`src/rtl/obz_drive_seq_pkg.sv`:
```
// Shared state encoding and sizing helpers for the tristate pad driver sequencer.
package obz_drive_seq_pkg;

  typedef enum logic [2:0] {
    ST_IDLE  = 3'd0,
    ST_LEAD  = 3'd1,
    ST_SHIFT = 3'd2,
    ST_HOLD  = 3'd3,
    ST_TRAIL = 3'd4
  } state_t;

  // The lead/trail counter only ever holds values up to max(lead, trail) - 1.
  function automatic int cnt_width(input int lead, input int trail);
    int m;
    m = (lead > trail) ? lead : trail;
    return (m <= 2) ? 1 : $clog2(m);
  endfunction

endpackage

```
`src/rtl/obz_drive_seq_shift_out.sv`:
```
// Load/shift register feeding the pad data bit; sout previews the word being loaded
// so a new word's first bit can leave on the same edge that loads it.
module obz_drive_seq_shift_out #(
  parameter int DW        = 8,
  parameter int LSB_FIRST = 1
) (
  input  logic          clk,
  input  logic          rst,
  input  logic [DW-1:0] din,
  input  logic          load,
  input  logic          shift,
  output logic          sout
);

  logic [DW-1:0] sr;
  logic [DW-1:0] src;

  always_comb begin
    src  = load ? din : sr;
    sout = (LSB_FIRST != 0) ? src[0] : src[DW-1];
  end

  always_ff @(posedge clk) begin
    if (rst) begin
      sr <= '0;
    end else if (shift) begin
      sr <= (LSB_FIRST != 0) ? {1'b0, src[DW-1:1]} : {src[DW-2:0], 1'b0};
    end else if (load) begin
      sr <= din;
    end
  end

endmodule

```
`src/rtl/obz_drive_seq.sv`:
```
// Serialises handshaked words onto a tristate pad, wrapping each burst in driven
// lead/trail cycles and releasing the pad to high-Z between bursts.
//
//   state    | meaning
//   ST_IDLE  | pad released (high-Z), ready for the first word of a burst
//   ST_LEAD  | pad driven at idle level before the first data bit
//   ST_SHIFT | one data bit per cycle; next word accepted on the final bit
//   ST_HOLD  | mid-burst gap, pad held at idle level awaiting the next word
//   ST_TRAIL | pad driven at idle level after the last data bit
module obz_drive_seq
  import obz_drive_seq_pkg::*;
#(
  parameter int   DW        = 8,
  parameter int   LEAD_CYC  = 2,
  parameter int   TRAIL_CYC = 2,
  parameter int   LSB_FIRST = 1,
  parameter logic IDLE_LVL  = 1'b1
) (
  input  logic          clk,
  input  logic          rst,
  input  logic [DW-1:0] din,
  input  logic          dlast,
  input  logic          dvalid,
  output logic          dready,
  output logic          pad_i,
  output logic          pad_t,
  output logic          busy,
  output logic          done
);

  localparam int BW = $clog2(DW);
  localparam int CW = cnt_width(LEAD_CYC, TRAIL_CYC);
  localparam logic [BW-1:0] LAST_BIT = BW'(DW - 1);

  state_t        state, state_nx;
  logic [CW-1:0] cnt, cnt_nx;
  logic [BW-1:0] bit_cnt, bit_nx;
  logic          dlast_q, dlast_nx;
  logic          pad_i_nx, pad_t_nx, done_nx;
  logic          load, shift, sout, xfer;

  obz_drive_seq_shift_out #(
    .DW        (DW),
    .LSB_FIRST (LSB_FIRST)
  ) u_shift (
    .clk   (clk),
    .rst   (rst),
    .din   (din),
    .load  (load),
    .shift (shift),
    .sout  (sout)
  );

  // Depends only on registered state, so there is no path from dvalid.
  always_comb begin
    dready = 1'b0;
    if (!rst) begin
      case (state)
        ST_IDLE:  dready = 1'b1;
        ST_HOLD:  dready = 1'b1;
        ST_SHIFT: dready = (bit_cnt == LAST_BIT) && !dlast_q;
        default:  dready = 1'b0;
      endcase
    end
  end

  assign xfer = dvalid & dready;
  assign busy = (state != ST_IDLE);

  always_comb begin
    state_nx = state;
    cnt_nx   = cnt;
    bit_nx   = bit_cnt;
    dlast_nx = dlast_q;
    load     = 1'b0;
    shift    = 1'b0;
    done_nx  = 1'b0;
    case (state)
      ST_IDLE: begin
        if (xfer) begin
          load     = 1'b1;
          dlast_nx = dlast;
          cnt_nx   = CW'(LEAD_CYC - 1);
          state_nx = ST_LEAD;
        end
      end
      ST_LEAD: begin
        if (cnt == '0) begin
          shift    = 1'b1;
          bit_nx   = '0;
          state_nx = ST_SHIFT;
        end else begin
          cnt_nx = cnt - CW'(1);
        end
      end
      ST_SHIFT: begin
        if (bit_cnt == LAST_BIT) begin
          if (xfer) begin
            load     = 1'b1;
            shift    = 1'b1;
            dlast_nx = dlast;
            bit_nx   = '0;
          end else if (dlast_q) begin
            cnt_nx   = CW'(TRAIL_CYC - 1);
            state_nx = ST_TRAIL;
          end else begin
            state_nx = ST_HOLD;
          end
        end else begin
          shift  = 1'b1;
          bit_nx = bit_cnt + BW'(1);
        end
      end
      ST_HOLD: begin
        if (xfer) begin
          load     = 1'b1;
          shift    = 1'b1;
          dlast_nx = dlast;
          bit_nx   = '0;
          state_nx = ST_SHIFT;
        end
      end
      ST_TRAIL: begin
        if (cnt == '0) begin
          done_nx  = 1'b1;
          state_nx = ST_IDLE;
        end else begin
          cnt_nx = cnt - CW'(1);
        end
      end
      default: state_nx = ST_IDLE;
    endcase
    // Pad outputs reflect the state being entered; a bit leaves whenever the shifter advances.
    pad_t_nx = (state_nx == ST_IDLE);
    pad_i_nx = shift ? sout : IDLE_LVL;
  end

  always_ff @(posedge clk) begin
    if (rst) begin
      state   <= ST_IDLE;
      cnt     <= '0;
      bit_cnt <= '0;
      dlast_q <= 1'b0;
      pad_i   <= IDLE_LVL;
      pad_t   <= 1'b1;
      done    <= 1'b0;
    end else begin
      state   <= state_nx;
      cnt     <= cnt_nx;
      bit_cnt <= bit_nx;
      dlast_q <= dlast_nx;
      pad_i   <= pad_i_nx;
      pad_t   <= pad_t_nx;
      done    <= done_nx;
    end
  end

endmodule

```
`config.mk`:
```
export PLATFORM = sky130hd
export DESIGN_NAME = obz_drive_seq
export DESIGN_NICKNAME = d
export VERILOG_FILES = /design/src/rtl/obz_drive_seq_pkg.sv /design/src/rtl/obz_drive_seq_shift_out.sv /design/src/rtl/obz_drive_seq.sv
export SDC_FILE = /design/constraint.sdc
export NUM_CORES = 1
export LEC_CHECK = 0
export ABC_AREA = 0
export CORE_MARGIN = 10
export CORE_UTILIZATION = 35
export DETAILED_ROUTE_END_ITERATION = 8
export PLACE_DENSITY_LB_ADDON = 0.08
export RECOVER_POWER = 50
export SLEW_MARGIN = 20
export SYNTH_ARGS = -nofsm -noshare
export SYNTH_HDL_FRONTEND = slang
export SYNTH_SLANG_ARGS = --single-unit
```
`constraint.sdc`:
```
create_clock -name clk -period 2.4 [get_ports clk]
set_clock_uncertainty 0.2 [all_clocks]
set_input_delay 0.24 -clock clk [delete_from_list [all_inputs] [get_ports clk]]
set_output_delay 0.24 -clock clk [all_outputs]
set_load 0.01 [all_outputs]
```
* Word level (Yosys, flattened, before mapping) *
Index checks and enable logic that the tools add are counted.

cells by class
  add/sub/neg operators = 2
  eq/ne operators = 10
  muxes and demuxes = 31
  bitwise logic cells = 3
  reductions and logical operators = 16

operator list
  kind                                                             number
  3-bit 2-to-1 mux                                                 10
  3-bit one-hot mux with 5 select lines                            1
  1-bit 2-to-1 mux                                                 12
  2-bit inequality test, second input constant                     5
  2-bit OR reduction                                               5
  3-bit one-hot mux with 3 select lines                            1
  3-bit nonzero test                                               3
  8-bit 2-to-1 mux                                                 1
  7-bit 2-to-1 mux                                                 1
  3-bit by 2-bit == test with 1-bit output, second input constant  2
  3-bit == test, second input constant                             2
  3-bit zero test                                                  2
  1-bit one-hot mux with 2 select lines                            3
  1-bit one-hot mux with 3 select lines                            2
  5-bit AND reduction                                              1
  2-bit AND reduction                                              2
  3-bit by 1-bit adder with 3-bit output, second input constant    1
  3-bit by 1-bit == test with 1-bit output, second input constant  1
  1-bit inverter                                                   2
  2-bit nonzero test                                               1
  1-bit AND                                                        1
  1-bit logical AND                                                1
  1-bit zero test                                                  1
  1-bit subtractor, second input constant                          1

storage, ports and cells
  flip-flop bits (word level) = 19
  input port bits = 12
  output and inout bits = 5
  word-level logic and storage cells = 71

* Depth between registers and ports, before layout *
  depth in word-level cells = 10
  depth in mapped cells = 8
  mapped depth without buffers = 6

* By module *
Synthesis repeated with hierarchy kept, for this count alone.

second synthesis, totals
  cells, all modules = 106
  area total of the unflattened synthesis = 1008.5 um2

by module, submodules not included
  module                   times used  cells each  area an instance (um2)  sequential area each (um2)
  obz_drive_seq            1           77          674.4                   220.2
  obz_drive_seq_shift_out  1           29          334.1                   160.2

* Least setup slack after synthesis *
No wires, ideal clock.

  kind = register to register
  from = reg bit_cnt[0]
  to = reg bit_cnt[1]
  library setup time = 0.131 ns
  arrival time = 1.926 ns
  required time = 2.069 ns
  path slack = 0.143 ns
  cell stages (with the launch flop) = 9
  path buffers = 2
  period minus slack after synthesis = 2.257 ns
  cell sequence = dfxtp_1 -> ha_1 -> ha_1 -> or4b_1 -> clkbuf_1 -> and2_1 -> o21ai_1 -> buf_2 -> o32ai_1

on the way
  cells in the longest elaborated chain, start to end = 8
  elaborated cells on any way between the ends = 9
  those cells by class = 1 x add/sub; 1 x eq/ne; 5 x mux; 1 x bitwise; 1 x reduce/logical

ends and longest elaborated chain
  element                                  RTL line                                  RTL
  start, declared                          obz_drive_seq.sv:37                       logic [BW-1:0] bit_cnt, bit_nx;
  start signal, assigned                   obz_drive_seq.sv:150                      bit_cnt <= bit_nx;
  3-bit == test                            obz_drive_seq.sv:61, obz_drive_seq.sv:97
  1-bit logical AND                        obz_drive_seq.sv:61                       ST_SHIFT: dready = (bit_cnt == LAST_BIT) && !dlast_q;
  1-bit one-hot mux with 2 select lines    obz_drive_seq.sv:58                       case (state)
  1-bit 2-to-1 mux                         obz_drive_seq.sv:57                       if (!rst) begin
  1-bit AND                                obz_drive_seq.sv:67                       assign xfer = dvalid & dready;
  3-bit 2-to-1 mux                         -
  3-bit 2-to-1 mux                         obz_drive_seq.sv:97                       if (bit_cnt == LAST_BIT) begin
  3-bit one-hot mux with 3 select lines *  obz_drive_seq.sv:78                       case (state)

Every way passes the cells marked *; elsewhere a longest branch is shown, timed or not.
A chain may end at the register's enable or synchronous reset.

* Worst setup path in the final report *
  from = reg bit_cnt[0]
  to = reg u_shift.sr[1]

on the way
  cells in the longest elaborated chain, start to end = 10
  elaborated cells on any way between the ends = 12
  those cells by class = 1 x eq/ne; 9 x mux; 1 x bitwise; 1 x reduce/logical

ends and longest elaborated chain
  element                                RTL line                                                        RTL
  3-bit == test *                        obz_drive_seq.sv:61, obz_drive_seq.sv:97
  1-bit logical AND                      obz_drive_seq.sv:61
  1-bit one-hot mux with 2 select lines  obz_drive_seq.sv:58
  1-bit 2-to-1 mux                       obz_drive_seq.sv:57
  1-bit AND                              obz_drive_seq.sv:67
  1-bit 2-to-1 mux                       obz_drive_seq.sv:80, obz_drive_seq.sv:98, obz_drive_seq.sv:115
  1-bit 2-to-1 mux                       obz_drive_seq.sv:97
  1-bit one-hot mux with 2 select lines  obz_drive_seq.sv:78
  8-bit 2-to-1 mux                       -
  7-bit 2-to-1 mux *                     obz_drive_seq_shift_out.sv:26                                   end else if (shift) begin
  end signal, assigned                   obz_drive_seq_shift_out.sv:27                                   sr <= (LSB_FIRST != 0) ? {1'b0, src[DW-1:1]} : {src[DW-2:0], 1'b0};
  end signal, assigned                   obz_drive_seq_shift_out.sv:29                                   sr <= din;
  end, declared                          obz_drive_seq_shift_out.sv:15                                   logic [DW-1:0] sr;

Marked as above.

==> results.json <==
{
  "grt_max_degree": 15,
  "ir_worst_vdd_mv": 0.2562,
  "htree_levels": 1,
  "p_clk_share_pct": 22.5,
  "synth_nets": 139,
  "critical_path.cell_chain": "ha_1, ha_4, or4b_1, and2_1, o21ai_1, buf_4, a211oi_1",
  "hold_depth": 1,
  "final_area_mm2": 0.001393,
  "required_ns": 2.36,
  "nets": 160,
  "worst_slew_pin_slew_ns": 0.5446,
  "rsz0062_at_grt": "false",
  "hold_class": "reg -> reg",
  "muxShareOfSynthArea_pct": 14.40,
  "via_per_inst": 5.175,
  "die_y_um": 76.38,
  "fin_crit_ns": 2.241,
  "grt.overflow.total": 0,
  "worstSetupStartpointType": "flip-flop",
  "r2r.worst_path.cells": 7,
  "ctsLongestPathBuffers": 2,
  "initial_core_util_pct": 36.43,
  "p_leak_uw": 0.0006112,
  "drtIter0Drc": 114,
  "drc_errors": 0,
  "grt_pass1_wl_um": 4616,
  "synth_top_family_by_area": "simple AND/OR/NAND/NOR gates",
  "cts_tree": "done",
  "setup_tns_ns": 0,
  "track_usage_pct": 9.227,
  "ys_warn_count": 0,
  "crit_arrival_ns": 2.20,
  "first_global_vias": 991,
  "diodes": 0,
  "syn-cell-area_mm2": 0.001112,
  "p_sw_uw": 229.8,
  "syn_inst": 125,
  "max_freq_mhz": 446.2,
  "cts_buffers": 3,
  "p_int_uw": 522.4,
  "synth_largest_area_cell": "dfxtp_1",
  "dieArea_mm2": 0.005833,
  "cts_root_buf": "clkbuf_4",
  "status": "completed",
  "power_density_mw_per_mm2": 540.1,
  "worstSetupPathType": "reg -> reg",
  "synth_fa_ha_area_share_pct": 2.250,
  "yosys-top-cells-area": "dfxtp_1 34%, mux2i_1 14%, nand2b_1 6.2%, nand3b_1 5.4%, a211oi_1 4.7%",
  "wirelength_um": 2661,
  "ant_nets": 0,
  "setup.worst_path.end_class": "flip-flop",
  "clock_latency_ns": 0.31,
  "area_growth_pct": 25.20,
  "path_clk_slew_ns": 0.13,
  "synth.distinct_cells": 34,
  "r2r-start": "bit_cnt[0]$_SDFFE_PP0P_",
  "finalHoldViolCount": 0,
  "avgSynthCellArea_um2": 8.899,
  "worstHoldStart": "bit_cnt[0]$_SDFFE_PP0P_",
  "firstDrtPassIters": 4,
  "final-max-slew-violation-count": 0,
  "crit_fanout": 9,
  "netlist.area_leader.share_pct": 34.20,
  "synth_compound_area_share_pct": 18.11,
  "rrSetupSlack_ns": 0.16,
  "antenna_found_initial": 0,
  "fillers": 326,
  "std_cell_rows": 20,
  "switching_share_pct": 30.55,
  "crit_path_max_incr_delay_ns": 0.52,
  "reg2reg_to": "u_shift.sr[1]$_SDFF_PP0_",
  "die-width_um": 76.38,
  "vias": 978,
  "placedInstanceArea_mm2": 0.001356,
  "comb_power_share_pct": 28.5,
  "drive_gt1_share_pct": 10.34,
  "detail_route.wl_per_cell_um": 14.08,
  "post-route-period-util_pct": 93.38,
  "hold_ws_ns": 0.2888,
  "setup_viol": 0,
  "synth_seq_area_share_pct": 34.20,
  "ys_seq_elements": 19,
  "pwr-share-seq_pct": 49.0,
  "core_area_mm2": 0.003053,
  "cts_sinks": 19,
  "slew_headroom_pct": 63.69,
  "port_buffers": 16,
  "synth-simple-area-share_pct": 24.18,
  "synthXorXnorAreaFrac_pct": 0,
  "hold_end": "bit_cnt[0]$_SDFFE_PP0P_",
  "ios": 17,
  "gp_congestion": 0.7716,
  "maxCapViolCount": 0,
  "cts_hold_buffers": 0,
  "slowest_stage": "or4b_1",
  "dp_hpwl_um": 1961
}
==> layout by cell type (no fill, tap or decap), types with 2 or more instances in the layout <==
master            n
a211oi_1          6
clkbuf_1          2
and2_1            2
nand2_1           2
nand3b_1          8
mux2i_1          16
dfxtp_1          19
o21ai_0           4
a31oi_1           2
inv_1             6
dlygate4sd3_1     4
buf_4             9
a41oi_1           2
nand3_1           2
a21oi_1           2
a2111oi_0         2
nand2b_1         11
nor3_1            3
or4b_1            2
clkdlybuf4s50_1  11
nor2_1            4
clkbuf_4          3
nor2b_1           5
o21ai_1           2
==> worst max path at each step <==
stage / end / cells past startpoint / start / slack, ns
floorplan: bit_cnt[1]$_SDFFE_PP0P_ / 8 / bit_cnt[0]$_SDFFE_PP0P_ / 0.14
global route: u_shift.sr[4]$_SDFF_PP0_ / 7 / bit_cnt[0]$_SDFFE_PP0P_ / 0.04
global placement: u_shift.sr[6]$_SDFF_PP0_ / 7 / bit_cnt[0]$_SDFFE_PP0P_ / 0.09
CTS: u_shift.sr[2]$_SDFF_PP0_ / 7 / bit_cnt[0]$_SDFFE_PP0P_ / 0.08
finish: u_shift.sr[1]$_SDFF_PP0_ / 7 / bit_cnt[0]$_SDFFE_PP0P_ / 0.16
detailed placement: u_shift.sr[0]$_SDFF_PP0_ / 7 / bit_cnt[0]$_SDFFE_PP0P_ / 0.08
==> critical path, delay by kind of cell, from the launching register on <==
kind,cells,cell delay [ns]
compound gates,2,0.20
fa+ha+maj,2,0.41
buf+inv,1,0.21
flops,1,0.35
simple gates,2,0.72
==> stage by stage <==
step	power [uW]	cells	setup WS, ns	utilization [%]
2_1_floorplan	510.6	125	0.1427	-
3_3_place_gp	591.2	185	0.09143	44.43
3_5_place_dp	594.1	185	0.07573	44.43
4_1_cts	764.0	189	0.08483	45.37
5_1_grt	800.7	189	0.03509	45.61
6_report	752.1	189	0.1589	45.61
==> state kept, by name (all words and copies together), names as in the netlist <==
signal,count
state,3
cnt,1
pad_i,1
dlast_q,1
bit_cnt,3
u_shift.sr,8
pad_t,1
done,1
==> final cells by class <==
cell class                 instances  area (um2)  area share (%)
multi-input combinational         89       673.1           48.34
clock inverter                     1       5.005          0.3594
sequential                        19       380.4           27.31
timing repair buffer              27       234.0           16.80
clock buffer                       3       22.52           1.617
inverter                           6       22.52           1.617
tap                               44       55.05           3.953
==> kinds of logic (layout without fill, tap and decap cells) <==
family | after synthesis | after routing
muxes | 16 | 16
and+or+nand+nor | 43 | 43
adders and majority gates | 2 | 2
buffers and inverters | 17 | 37
AOI/OAI and AO/OA | 28 | 28
DFF | 19 | 19
==> power groups by stage <==
stage	clock network, uW	registers, uW	logic (uW)
3_3_place_gp	0	374	217
4_1_cts	178	368	218
5_1_grt	189	373	239
2_1_floorplan	0	366	145
3_5_place_dp	0	375	219
6_report	169	369	214
==> per-layer routing <==
layer / routed length (um) / GRT usage (%) / up-vias
met5: 0 / 0 / -
met4: 21 / 1.673 / 0
met3: 85 / 3.184 / 2
met2: 1286 / 15.39 / 14
met1: 1267 / 11.22 / 464
li1: - / - / 498
==> timing repair <==
| action | CTS | global route |
|---|---|---|
| gates cloned | 0 | 0 |
| endpoints found under the setup margin | 1 | 8 |
| gates resized for setup | 2 | 2 |
| pin swaps | 0 | 1 |
| buffers inserted | 0 | 0 |
==> cell usage after synthesis (all sizes together) <==
cell type and count:
a2111o 1, a311o 1, a22oi 1, clkbuf 6, mux2i 16, o21bai 1, ha 2, or2 1
dfxtp 19, and3b 1, nand2b 11, a41oi 2, nor2b 5, nand3b 8, or3 1, a221oi 1
nor3b 1, and2 2, o21a 1, nand3 2, a211oi 7, o21ai 6, a31oi 2, nor3 3
buf 5, nand2 2, or4b 2, nor2 4, inv 6, a21oi 2, o32ai 1, a2111oi 2
No activity file was read; power rests on OpenSTA's default activity.
